File: config.mk
export PLATFORM = sky130hd
export DESIGN_NAME = addsub_seq
export DESIGN_NICKNAME = d
export VERILOG_FILES = /design/src/rtl/addsub_seq.sv
export SDC_FILE = /design/constraint.sdc
export NUM_CORES = 1
export LEC_CHECK = 0
export ABC_AREA = 1
export CAP_MARGIN = 10
export CORE_MARGIN = 1
export CORE_UTILIZATION = 45
export CTS_BUF_LIST = sky130_fd_sc_hd__clkbuf_4 sky130_fd_sc_hd__clkbuf_8
export CTS_CLUSTER_DIAMETER = 120
export CTS_CLUSTER_SIZE = 28
export DETAILED_ROUTE_END_ITERATION = 7
export PLACE_DENSITY = 0.73
export SYNTH_ARGS = -nofsm -noshare
export SYNTH_HDL_FRONTEND = slang
export SYNTH_SLANG_ARGS = --single-unit
File: constraint.sdc
create_clock -name clk -period 2.92 [get_ports clk]
set_input_delay 0.438 -clock clk [delete_from_list [all_inputs] [get_ports clk]]
set_output_delay 0.438 -clock clk [all_outputs]
set_load 0.01 [all_outputs]
File: src/rtl/addsub_seq.sv
// Multi-cycle two's-complement adder/subtractor: one CHUNK-bit slice per clock,
// carry rippled through a register, valid/ready on both sides, optional saturation.
module addsub_seq #(
  parameter int WIDTH = 16,
  parameter int CHUNK = 4
) (
  input  logic             clk,
  input  logic             rst_n,
  input  logic             in_valid,
  output logic             in_ready,
  input  logic [WIDTH-1:0] a,
  input  logic [WIDTH-1:0] b,
  input  logic             mode,
  input  logic             sat,
  output logic             out_valid,
  input  logic             out_ready,
  output logic [WIDTH-1:0] s,
  output logic             cout,
  output logic             ovf,
  output logic             zero,
  output logic             neg
);

  localparam int N     = WIDTH / CHUNK;
  localparam int IDX_W = (N > 1) ? $clog2(N) : 1;

  if (WIDTH % CHUNK != 0) begin : g_bad_width
    $error("addsub_seq: WIDTH must be a multiple of CHUNK");
  end

  typedef enum logic [1:0] {IDLE, RUN, DONE} state_t;

  state_t             state, state_next;
  logic [IDX_W-1:0]   idx;
  logic               carry;
  logic [WIDTH-1:0]   a_q;
  logic [WIDTH-1:0]   bx_q;
  logic               sat_q;

  logic               accept;
  logic               take;
  logic               last;
  logic [CHUNK-1:0]   a_sl;
  logic [CHUNK-1:0]   bx_sl;
  logic [CHUNK-1:0]   sum;
  logic               c;
  logic               ovf_c;
  logic [WIDTH-1:0]   s_full;
  logic [WIDTH-1:0]   s_fin;

  assign accept    = (state == IDLE) && in_valid && in_ready;
  assign take      = (state == DONE) && out_ready;
  assign last      = (idx == IDX_W'(N - 1));
  assign out_valid = (state == DONE);

  // NOTE: every variable written here gets a default first, so no path can
  // leave it unassigned and infer a latch.
  always_comb begin
    state_next = state;
    case (state)
      IDLE:    if (accept)       state_next = RUN;
      RUN:     if (last)         state_next = DONE;
      DONE:    if (out_ready)    state_next = IDLE;
      default:                   state_next = IDLE;
    endcase
  end

  // One CHUNK-bit adder is the only combinational depth; the slice is spliced
  // into the running result, and clamped on the final slice if saturating.
  always_comb begin
    a_sl          = a_q[idx*CHUNK +: CHUNK];
    bx_sl         = bx_q[idx*CHUNK +: CHUNK];
    {c, sum}      = {1'b0, a_sl} + {1'b0, bx_sl} + {{CHUNK{1'b0}}, carry};
    s_full        = s;
    s_full[idx*CHUNK +: CHUNK] = sum;
    ovf_c         = (a_q[WIDTH-1] == bx_q[WIDTH-1]) && (sum[CHUNK-1] != a_q[WIDTH-1]);
    s_fin         = s_full;
    if (last && sat_q && ovf_c)
      s_fin = a_q[WIDTH-1] ? {1'b1, {(WIDTH-1){1'b0}}} : {1'b0, {(WIDTH-1){1'b1}}};
  end

  // NOTE: sequential state uses non-blocking assignments so every register
  // samples the pre-edge values, independent of statement order.
  always_ff @(posedge clk or negedge rst_n) begin
    if (!rst_n) state <= IDLE;
    else        state <= state_next;
  end

  // NOTE: operand latches need no reset value (they are always written at
  // acceptance before use); they are cleared anyway to keep reset state clean.
  always_ff @(posedge clk or negedge rst_n) begin
    if (!rst_n) begin
      in_ready <= 1'b0;
      idx      <= '0;
      carry    <= 1'b0;
      a_q      <= '0;
      bx_q     <= '0;
      sat_q    <= 1'b0;
      s        <= '0;
      cout     <= 1'b0;
      ovf      <= 1'b0;
      zero     <= 1'b0;
      neg      <= 1'b0;
    end else begin
      case (state)
        IDLE: begin
          if (accept) begin
            a_q      <= a;
            bx_q     <= b ^ {WIDTH{mode}};
            sat_q    <= sat;
            carry    <= mode;
            idx      <= '0;
            in_ready <= 1'b0;
          end else begin
            in_ready <= 1'b1;
          end
        end
        RUN: begin
          s     <= s_fin;
          carry <= c;
          idx   <= idx + IDX_W'(1);
          if (last) begin
            cout <= c;
            ovf  <= ovf_c;
            zero <= (s_fin == '0);
            neg  <= s_fin[WIDTH-1];
          end
        end
        DONE: begin
          if (take) in_ready <= 1'b1;
        end
        default: ;
      endcase
    end
  end

endmodule

; ---- Yosys cells after proc, flatten, opt, wreduce, memory -nomap -nowiden
; Index checks and enable logic that the tools add are counted.
[word_totals]
output_inout_bits = 22
wordCells = 59
in_bits = 38
ff_bits = 59
[op_classes]
reduce_logical = 15
shift = 4
n_addsub = 4
muxes = 14
eq_ne = 9
bitwise = 1
[op_table]
columns = operator, n
row1 = $neg 4->34, 1
row2 = $shift 4x34->16 const A, 1
row3 = $shiftx 4x34->16, 1
row4 = $mux 16, 2
row5 = $shiftx 16x5->4, 2
row6 = $bwmux 16, 1
row7 = $logic_not 16->1, 1
row8 = $xor 16x16->16, 1
row9 = $mux 2, 4
row10 = $reduce_and 2->1, 4
row11 = $logic_and 1x1->1, 6
row12 = $pmux 2 s3, 1
row13 = $add 4x4->5, 1
row14 = $add 5x1->5, 1
row15 = $eq 2x2->1 const B, 2
row16 = $ne 2x1->1 const B, 2
row17 = $ne 2x2->1 const B, 2
row18 = $pmux 1 s2, 2
row19 = $pmux 2 s2, 1
row20 = $reduce_bool 2->1, 2
row21 = $mux 1, 3
row22 = $reduce_and 3->1, 1
row23 = $add 2x1->2 const B, 1
row24 = $eq 2x1->1 const B, 1
row25 = 3 further kinds, 3

; ---- Logic depth before layout (Yosys ltp)
[depth]
ltp_word = 8
ltp_mapped = 21
mapped_depth_nobuf = 19

; ---- Worst setup path before layout
; OpenSTA, ideal clock, no wires.
[synth_path]
kind = reg2reg
from = register idx[0]
to = register zero
stages_incl_launch_ff = 21
t_arrival_ns = 2.769
setup_slack_ns = 0.034
synth_period_minus_slack_ns = 2.886
required_ns = 2.804
path_buffers = 3
setup_ns = 0.116
cell_sequence = dfrtp_1 -> buf_2 -> clkbuf_1 -> clkbuf_1 -> o21ai_0 -> o22ai_1 -> fa_1 -> inv_1 -> fa_1 -> nand2_1 -> nand2_1 -> nor2_1 -> nand3_1 -> o21ai_0 -> nand2_1 -> nand2_1 -> nor2_1 -> nand2_1 -> nor2_1 -> nand2_1 -> nand2_1
[synth_between]
elab_chain_cells = 8
word_cells_on_any_way = 16
classes_between = add/sub (3) / eq/ne (2) / shift (4) / mux (2) / reduce/logical (5)
[synth_lines]
columns = element, line
row1 = "start, declared", 34  ; logic [IDX_W-1:0] idx;
row2 = "start signal, assigned", 121  ; idx <= idx + IDX_W'(1);
row3 = "parallel branches: the longest is 8 deep, another holds $add 4x4->5", --
row4 = "end signal, assigned", 125  ; zero <= (s_fin == '0);
row5 = "end, declared", 20  ; output logic zero,
; Parallel ways; which one is timed is not known.
; A chain may end at the register's enable or synchronous reset.

; ---- Final worst setup path
; Ends and elaborated chain as after synthesis.

==> key figures <==
Timing
  • Hold Vio Cnt, Final: 0
  • Setup Viol. Count Final: 0
  • Slew margin rel.: slightly above 40%
  • Worst slew pin tran: 878 ps
  • Max Slew Vio Count: 0
  • Post-route clock period utilization: between 90 and 100%
  • Fmax: roughly 370 MHz
  • Worst Skew: between 10 and 15 ps
  • Final min period: around 2700 ps

Floorplanning
  • Die area: approximately 0.0076 sq mm
  • Initial core utilization: 47.3%
  • Area of the core: around 0.0069 sq mm
  • Die Span X: 86.9 microns
  • Std cell rows: 30
  • Chip height: approximately 87 microns
  • Number of top-level pins: 60

Power and ir drop
  • Pleak: between 2 and 2.5 nW
  • Pwr dens: approximately 1200 mW/mm^2
  • Max VDD drop: 0.000551 V

Routing
  • Vias per inst: slightly below 5
  • Via Count: ~3000
  • Wire length on met3: around 430 microns
  • DR top layer: met4
  • DRT antenna net count: 0
  • Router iterations before antenna repair: 4
  • Total Wirelength: approximately 7.5 mm
  • Routed length on met2: 3.56 mm
  • Remaining DRCs: 0
  • Metal1 wirelength: roughly 3.3 mm
  • Starting DRT DRC Count: 121
  • Routed wire per std cell: roughly 13 microns

Synth
  • Top cells by area in the synthesized netlist: dfrtp_1 (45%), nand2_1 (15%), o21ai_0 (5.5%)
  • Synthesis-stage register bit count: 59
  • Synth warnings: 0
  • Synth top area share: roughly 45%
  • Cell Area, Synth: 0.00325 sq mm
  • Syn_area_per_cell: 7.75 sq um
  • Post-Syn Instances: between 400 and 500
  • Mapped Nets: 468
  • Synth area leader: dfrtp_1
  • Netlist cell types: 27
  • Post-synthesis sequential area ratio: between 40% and 50%

Critical path
  • Arrival time worst endpoint: ~3000 ps
  • CP delay by family, top: simple AND/OR/NAND/NOR gates
  • Endpoint class of the critical path: register
  • Slowest-stage cell, CP: dfrtp_2
  • Crit path buf inv count: 3
  • CP Class: reg2reg
  • Worst stage delay on the critical path: between 400 and 500 ps
  • Critical Path, Cell by Cell: buf_12 -> o21ai_0 -> o22ai_1 -> fa_2 -> buf_4 -> nand3_1 -> nand3_1 -> nand2_2 -> nand3_4 -> buf_4 -> nand2_2 -> nand2_1 -> nor2_1 -> nand2_1 -> nor2_1 -> nand2_1 -> nand2_1
  • Most common cell on crit path: nand2_1
  • Max FO, Critical Path: 16
  • CP Launch Type: register
  • WP data required: between 3000 and 4000 ps

Cells and area
  • Post-Layout Cell Count: between 500 and 600
  • Fin nets: 542
  • Synth-to-layout area growth: 31.6%
  • Layout cells sized above 1: between 10% and 20%
  • Most common cell after layout, fill and taps aside: nand2_1
  • Number of diodes: 0
  • # fillers: around 600
  • Final Core Density: between 60% and 70%
  • Most frequent cells in the layout: nand2_1 (134), dfrtp_1 (58), clkdlybuf4s50_1 (58)
  • Sequential Area: approximately 0.0015 sq mm
  • Area taken by multi-input logic gates: ~0.0016 sq mm

CTS
  • TritonCTS Buffers: 9
  • Max clock buf depth: 2
  • Htree depth: 3
  • TritonCTS clock tree: built
  • Latest clock arrival within the worst-skew pair: approximately 330 ps
  • Reg clk slew, reported paths: roughly 70 ps
  • # clock sinks: 59
  • Root buf cell: clkbuf_8
  • Hold Buf Count CTS: 0

Outcome
  • Status: complete, no violations

Place
  • Placed insts: ~570
  • Port bufs: 59
  • GPL Wtd Cong: around 0.89
  • Post-DP HPWL: about 5.5 mm

Global route
  • Pin count of the biggest net entering global routing: 53
  • Initial antenna violation count: 0
  • Global-route wire length before repair: roughly 13 mm
  • Grt ovf: 0
  • GRT Overall Usage: ~22%
  • Vias in the first global route: 2829

Flow run
  • Max-cap violations: 0

Hold path
  • Worst Hold Class: in2async
[through the flow]
stage               area [sq um]  worst slack (ps)  hold slack, ps  setup TNS, ps  total power [W]
floorplan                   3250              34.4             142              0          0.00346
global placement            3950               248             459              0          0.00436
detailed placement          3950               213             470              0          0.00442
CTS                         4150               206             347              0          0.00520
global route                4270             -4.52             136          -4.52          0.00587
finish                      4270               232            93.3              0          0.00534
[worst paths after layout]
kind | to | start | slack, ps | depth (start not counted)
max | zero | idx[0] | 230 | 17
min | s[6] | rst_n | 90 | 1
max reg2reg | zero | idx[0] | 230 | 17
min reg2reg | neg | neg | 480 | 2
max in group asynchronous | bx_q[6] | rst_n | 2090 | 3
min in group clk | neg | neg | 480 | 2
[routing by layer]
layer	up-vias	global-route usage (%)
li1	1499	-
met1	1321	28.2
met2	97	34.5
met3	18	5.78
met4	0	10.9
met5	-	0
[layout make-up]
class                   count  share of cell area [%]
clock buffers              13                    3.89
well taps                  96                    2.81
multi-input cells         304                    36.5
repair inverters            1                   0.117
inverters                  39                    3.51
clock inverters             2                   0.820
repair buffers             79                    17.8
flip-flops and latches     59                    34.6
[worst reg2reg max path: cells and delay by family, from the launching register on]
family	cells	cell delay [ps]
AOI/OAI and AO/OA	2	340
and+or+nand+nor	11	950
buffers and inverters	3	500
DFF	1	450
adders and majority gates	1	410
[registers in the layout, summed over array words and instances, names as in the netlist]
| register | flops |
|---|---|
| state | 2 |
| neg | 1 |
| in_ready | 1 |
| cout | 1 |
| carry | 1 |
| sat_q | 1 |
| idx | 2 |
| s | 16 |
| a_q | 16 |
| zero | 1 |
| ovf | 1 |
| bx_q | 16 |
[synthesized netlist by cell type]
| library cell | count |
|---|---|
| xnor2_1 | 16 |
| a31oi_1 | 2 |
| clkinv_1 | 2 |
| nor2_1 | 40 |
| a21oi_1 | 10 |
| a32oi_1 | 2 |
| nand4_1 | 1 |
| inv_1 | 37 |
| fa_1 | 2 |
| o31ai_1 | 1 |
| ha_1 | 9 |
| dfrtp_1 | 59 |
| clkbuf_1 | 12 |
| or2_2 | 1 |
| o21ai_0 | 36 |
| buf_6 | 1 |
| nand3_1 | 17 |
| o21a_1 | 1 |
| nand2_1 | 134 |
| buf_2 | 4 |
| a22oi_1 | 11 |
| nand2_2 | 5 |
| nand3_4 | 1 |
| nand3_2 | 1 |
| o21bai_1 | 1 |
| nor3_1 | 1 |
| o22ai_1 | 12 |
[power breakdown]
group / internal, W / switching, W
Clock: 0.000454 / 0.000307
Sequential: 0.00121 / 0.000254
Combinational: 0.00129 / 0.00182
[cells by family (layout without fill, tap and decap cells)]
logic type / Yosys count / in the layout / synth area share [%]
adder cells (fa/ha/maj): 11 / 11 / 4.70
AO/OA/AOI/OAI: 76 / 76 / 13.6
buffers and inverters: 56 / 134 / 6.86
XOR/XNOR: 16 / 16 / 4.32
flip-flops: 59 / 59 / 45.5
AND/OR/NAND/NOR: 201 / 201 / 25.1
[what timing repair did]
item	in CTS	in global routing
setup endpoints to repair	0	1
resized for setup	0	11
buffers inserted	0	9
Note: power is estimated with default switching activity, not from simulation.
==> variant 1 (same settings) <==
Add an input register stage for `mode`, without a reset; this delays it by one clock. The other inputs are not delayed to match.
--- a/src/rtl/addsub_seq.sv
+++ b/src/rtl/addsub_seq.sv
@@ -23,6 +23,12 @@
 
   localparam int N     = WIDTH / CHUNK;
   localparam int IDX_W = (N > 1) ? $clog2(N) : 1;
+
+  logic mode_q;
+
+  always_ff @(posedge clk) begin
+    mode_q <= mode;
+  end
 
   if (WIDTH % CHUNK != 0) begin : g_bad_width
     $error("addsub_seq: WIDTH must be a multiple of CHUNK");
@@ -106,9 +112,9 @@
         IDLE: begin
           if (accept) begin
             a_q      <= a;
-            bx_q     <= b ^ {WIDTH{mode}};
+            bx_q     <= b ^ {WIDTH{mode_q}};
             sat_q    <= sat;
-            carry    <= mode;
+            carry    <= mode_q;
             idx      <= '0;
             in_ready <= 1'b0;
           end else begin
Function: changed (Yosys sat finds a counterexample within 4 cycles, from zero or initial values and one cycle with rst_n low).
==> variant 1 against the unedited design <==
Cell area fell by 0.23%; synthesized cell count up 0.24%; total power rose by 1.1%; sequential cell count rose by 1; global-route usage barely moved; wire length up 2.3%; synthesized area up 0.62%; critical path depth did not move; setup slack worse by 0.058 ns; count of clock-buffer cells in the layout down 3; critical path type unchanged; largest power group unchanged.
==> variant 1: results (changes against the unedited design) <==
stage,metric,value,unit,change
cts,Hold Buf Count CTS,0,,unchanged
global_routing,Total Routing Usage GR,22.0,%,about the same
cts,Max Root-Sink Buffers,2,,unchanged
cts,CTS buffer count,9,,unchanged
placed_design,PortBufs,59,,unchanged
routing,Routed WL per cell,13.0,microns,+2.7%
critical_path,CP Capture Point,zero,,
routing,DR iter-0 viols,186,,+54%
routing,final WL,7.70,mm,+2.3%
global_routing,vias in the first global route,2884,,+1.9%
synth,Synth cell types,28,,+3.7%
routing,First-pass DRT Iterations,4,,unchanged
global_routing,met1 GRT Util,28.3,%,+0.16 points
synth,top_reg_cell synth,dfrtp_1,,
power_and_ir_drop,P_leak,2.05,nW,-0.68%
critical_path,FF-to-FF path depth,17,,unchanged
global_routing,met3 GRT Util,5.69,%,-0.095 points
synth,Synth Area per Inst,7.78,sq um,+0.38%
routing,via count,3009,,+2.5%
synth,Async SR Flop Fraction,98.3,%,-1.7 points
cts,root buf cell,clkbuf_8,,
synth,fraction of the mapped netlist area in adder cells,4.67,%,-0.029 points
placed_design,DP Cell Count,569,,+0.35%
final_layout,final net count,539,,-0.55%
global_routing,global-route wire length before repair,12.8,mm,+0.33%
critical_path,Crit path max-delay family,adder cells,,
critical_path,CP max-delay cell,fa_1,,
synth,ranking of synthesized cells by area,"dfrtp_1, nand2_1, o21ai_0, nor2_1, xnor2_1",,
synth,"Net Count, Synth",469,,+0.21%
synth,xor and xnor area share after synthesis,4.29,%,-0.026 points
placed_design,DP HPWL,5.49,mm,-1.0%
final_layout,layout cells sized above 1,10.1,%,-0.36 points
critical_path,critical path arrival,2.99,ns,+0.02 ns
synth,post-synthesis sequential area ratio,45.8,%,+0.33 points
final_layout,Fillers,627,,+3.0%
placed_design,gpl congestion,0.871,,-1.7%
global_routing,met2 usage,35.1,%,+0.57 points
critical_path,origin of the worst setup path,idx[0],,
global_routing,largest net degree at the start of global routing,53,,unchanged
critical_path,R2R Setup Slk,0.17,ns,-0.06 ns
sta,slew of the pin with the lowest slew margin,1.02,ns,+0.140 ns
critical_path,maximum fanout along the worst path,7,,-9
sta,Clock Skew,0.00800,ns,-0.00285 ns
power_and_ir_drop,worst-case vdd ir drop,0.530,mV,-3.9%
status,status,finished clean,,
cts,H-Tree Depth,3,,unchanged
cts,"Clk Latency, worst-skew pair",0.35,ns,+0.02 ns
synth,mux cell area share after synthesis,0,%,unchanged
hold_path,Hold WC Path Type,in2async,,
synth,post-synthesis compound-gate area fraction,13.5,%,-0.083 points
synth,Synth warnings,0,,unchanged
synth,Commonest cells post-synth,"nand2_1, dfrtp_1, nor2_1",,
-- variant 1: cell count changes after synthesis --
cell,delta
dfxtp_1,+1
-- variant 1: layout make-up --
type | count | share of cell area (%)
flip-flops and latches | 60 | 35.1
inverters | 39 | 3.52
repair buffers | 75 | 17.1
well taps | 96 | 2.82
multi-input cells | 305 | 37.0
clock buffers | 10 | 3.08
clock inverters | 6 | 1.29
-- variant 1: power by group --
group          switching [mW]  internal (mW)  leakage, nW
Clock                   0.329          0.396        0.103
Combinational            1.88           1.31         1.22
Sequential              0.258           1.23        0.726
Total                    2.47           2.93         2.05
-- variant 1: worst min-delay path by stage --
stage                     startpoint  depth (start not counted)  slack (ns)  endpoint
after floorplan                rst_n                          0        0.14    a_q[0]
after global placement        a_q[9]                          2        0.47    a_q[9]
after detailed placement      a_q[4]                          2        0.46    a_q[4]
after CTS                      rst_n                          1        0.31      s[6]
after global routing           rst_n                          1        0.37      s[6]
final                          rst_n                          1        0.26      s[6]
-- variant 1: metrics by stage --
stage / hold WS (ns) / worst slack (ns) / utilization (%) / cell area [sq um] / TNS (ns)
finish: 0.263 / 0.174 / 61.7 / 4260 / 0
global route: 0.371 / -0.0270 / 61.7 / 4260 / -0.0270
CTS: 0.314 / 0.107 / 60.3 / 4170 / 0
detailed placement: 0.461 / 0.114 / 57.6 / 3980 / 0
global placement: 0.466 / 0.230 / 57.6 / 3980 / 0
floorplan: 0.142 / 0.0344 / - / 3270 / 0
-- variant 1: metal layers --
layer	wire [microns]	part of all wire, %
met1	3430	45
met2	3660	47
met3	414	5.4
met4	195	2.5
met5	0	0
-- variant 1: repair_timing --
item | in CTS | in global routing
setup buffers | 0 | 5
endpoints found under the setup margin | 0 | 11
gates resized for setup | 0 | 12
==> variant 2 (same settings) <==
Made on the original files. Change the parameter `WIDTH` from 16 to 32.
--- a/src/rtl/addsub_seq.sv
+++ b/src/rtl/addsub_seq.sv
@@ -1,7 +1,7 @@
 // Multi-cycle two's-complement adder/subtractor: one CHUNK-bit slice per clock,
 // carry rippled through a register, valid/ready on both sides, optional saturation.
 module addsub_seq #(
-  parameter int WIDTH = 16,
+  parameter int WIDTH = 32,
   parameter int CHUNK = 4
 ) (
   input  logic             clk,
Interface: changed (resized a, b and s); port bits go from 60 to 108. No check against the original RTL was run, so the function may have changed too.
==> variant 2 against the unedited design <==
The flow now finishes with violations (negative setup slack); clock power grew 35%; sequential share of layout area down 0.85 points; highest routed layer unchanged; setup slack worse by 0.37 ns; worst hold slack improved by 0.39 ns; total power grew 96%; sequential cell count up 49; wire length is 110% higher; cell area grew 88%; synthesized area grew 81%; non-clock buffer count increased by 95; first-iteration DRC count grew to 2.9 times the old value; combinational power up 120%.
==> variant 2: results (changes against the unedited design) <==
stage,metric,value,unit,change
status,status,finished with violations,,
status,failing checks,negative setup slack,,
critical_path,reg-to-reg endpoint,s[21],,
critical_path,Crit path max-delay family,adder cells,,
power_and_ir_drop,Int Pwr,5.67,mW,+92%
sta,Setup TNS Final,-0.267,ns,-0.267 ns
power_and_ir_drop,P_sw,4.81,mW,+100%
synth,Mapped Cells,765,,+83%
sta,worst hold margin,0.485,ns,+0.392 ns
global_routing,global-route wire length before repair,26.0,mm,+100%
final_layout,layout cells sized above 1,16.5,%,+6.0 points
routing,First-pass DRT Iterations,5,,+1
global_routing,largest net degree at the start of global routing,76,,+43%
sta,setup violators final,4,,+4
sta,relative slew slack,41.6,%,+0.33 points
synth,post-synthesis sequential area ratio,45.9,%,+0.45 points
sta,Final Worst Setup Slack,-0.138,ns,-0.369 ns
sta,Clock Skew,0.0178,ns,+0.00690 ns
synth,Synth cell types,37,,+37%
routing,final WL,15.9,mm,+110%
final_layout,Fillers,1143,,+88%
routing,DR iter-0 viols,354,,+190%
final_layout,final net count,990,,+83%
critical_path,maximum fanout along the worst path,5,,-11
placed_design,DP Area,7490,sq um,+90%
power_and_ir_drop,worst-case vdd ir drop,0.632,mV,+15%
-- variant 2: cell count changes after synthesis, sizes merged, moves of 13 or more --
cell    change
nor2       +52
nand2     +106
clkbuf     +13
xnor2      +16
dfrtp      +49
o21ai      +56
-- variant 2: area by class of cell --
class / instances / area, sq um / share of cell area (%)
Clock inverter: 6 / 96.3 / 1.20
Inverter: 50 / 200 / 2.50
Sequential cell: 108 / 2700 / 33.7
Multi-Input combinational cell: 568 / 3000 / 37.4
Clock buffer: 10 / 131 / 1.64
Tap cell: 172 / 215 / 2.68
Timing Repair Buffer: 174 / 1670 / 20.8
-- variant 2: worst max-delay path by stage --
stage                     endpoint  slack, ns  depth (start not counted)
final                        s[21]      -0.14                         16
after floorplan               zero       0.03                         20
after CTS                     zero      -0.06                         18
after detailed placement      zero      -0.11                         22
after global placement        zero       -0.1                         21
after global routing          zero      -0.30                         22
-- variant 2: timing repair --
action                     4_1_cts  5_1_grt
resized for setup               13       50
setup endpoints to repair        6       30
hold buffers                     1        0
buffers inserted                 1        3
hold endpoints to repair        10        0
gates cloned                     0        4
pin swaps                        2       17
-- variant 2: kinds of logic (layout without fill, tap and decap cells) --
| kind of cell | count (synthesis) | count (layout) | synth area share, % |
|---|---|---|---|
| simple gates | 376 | 376 | 26.6 |
| xor+xnor | 32 | 32 | 4.76 |
| compound gates | 151 | 151 | 14.4 |
| flops | 108 | 108 | 45.9 |
| buf+inv | 89 | 240 | 6.21 |
| fa+ha+maj | 9 | 9 | 2.17 |
-- variant 2: layer usage --
layer  global-route usage (%)  part of all wire [%]  vias up
met3                     2.75                   5.6       23
met4                     9.06                   2.1        0
met2                     41.3                    48      206
met5                        0                     0        -
li1                         -                     -     2772
met1                     33.6                    44     2566
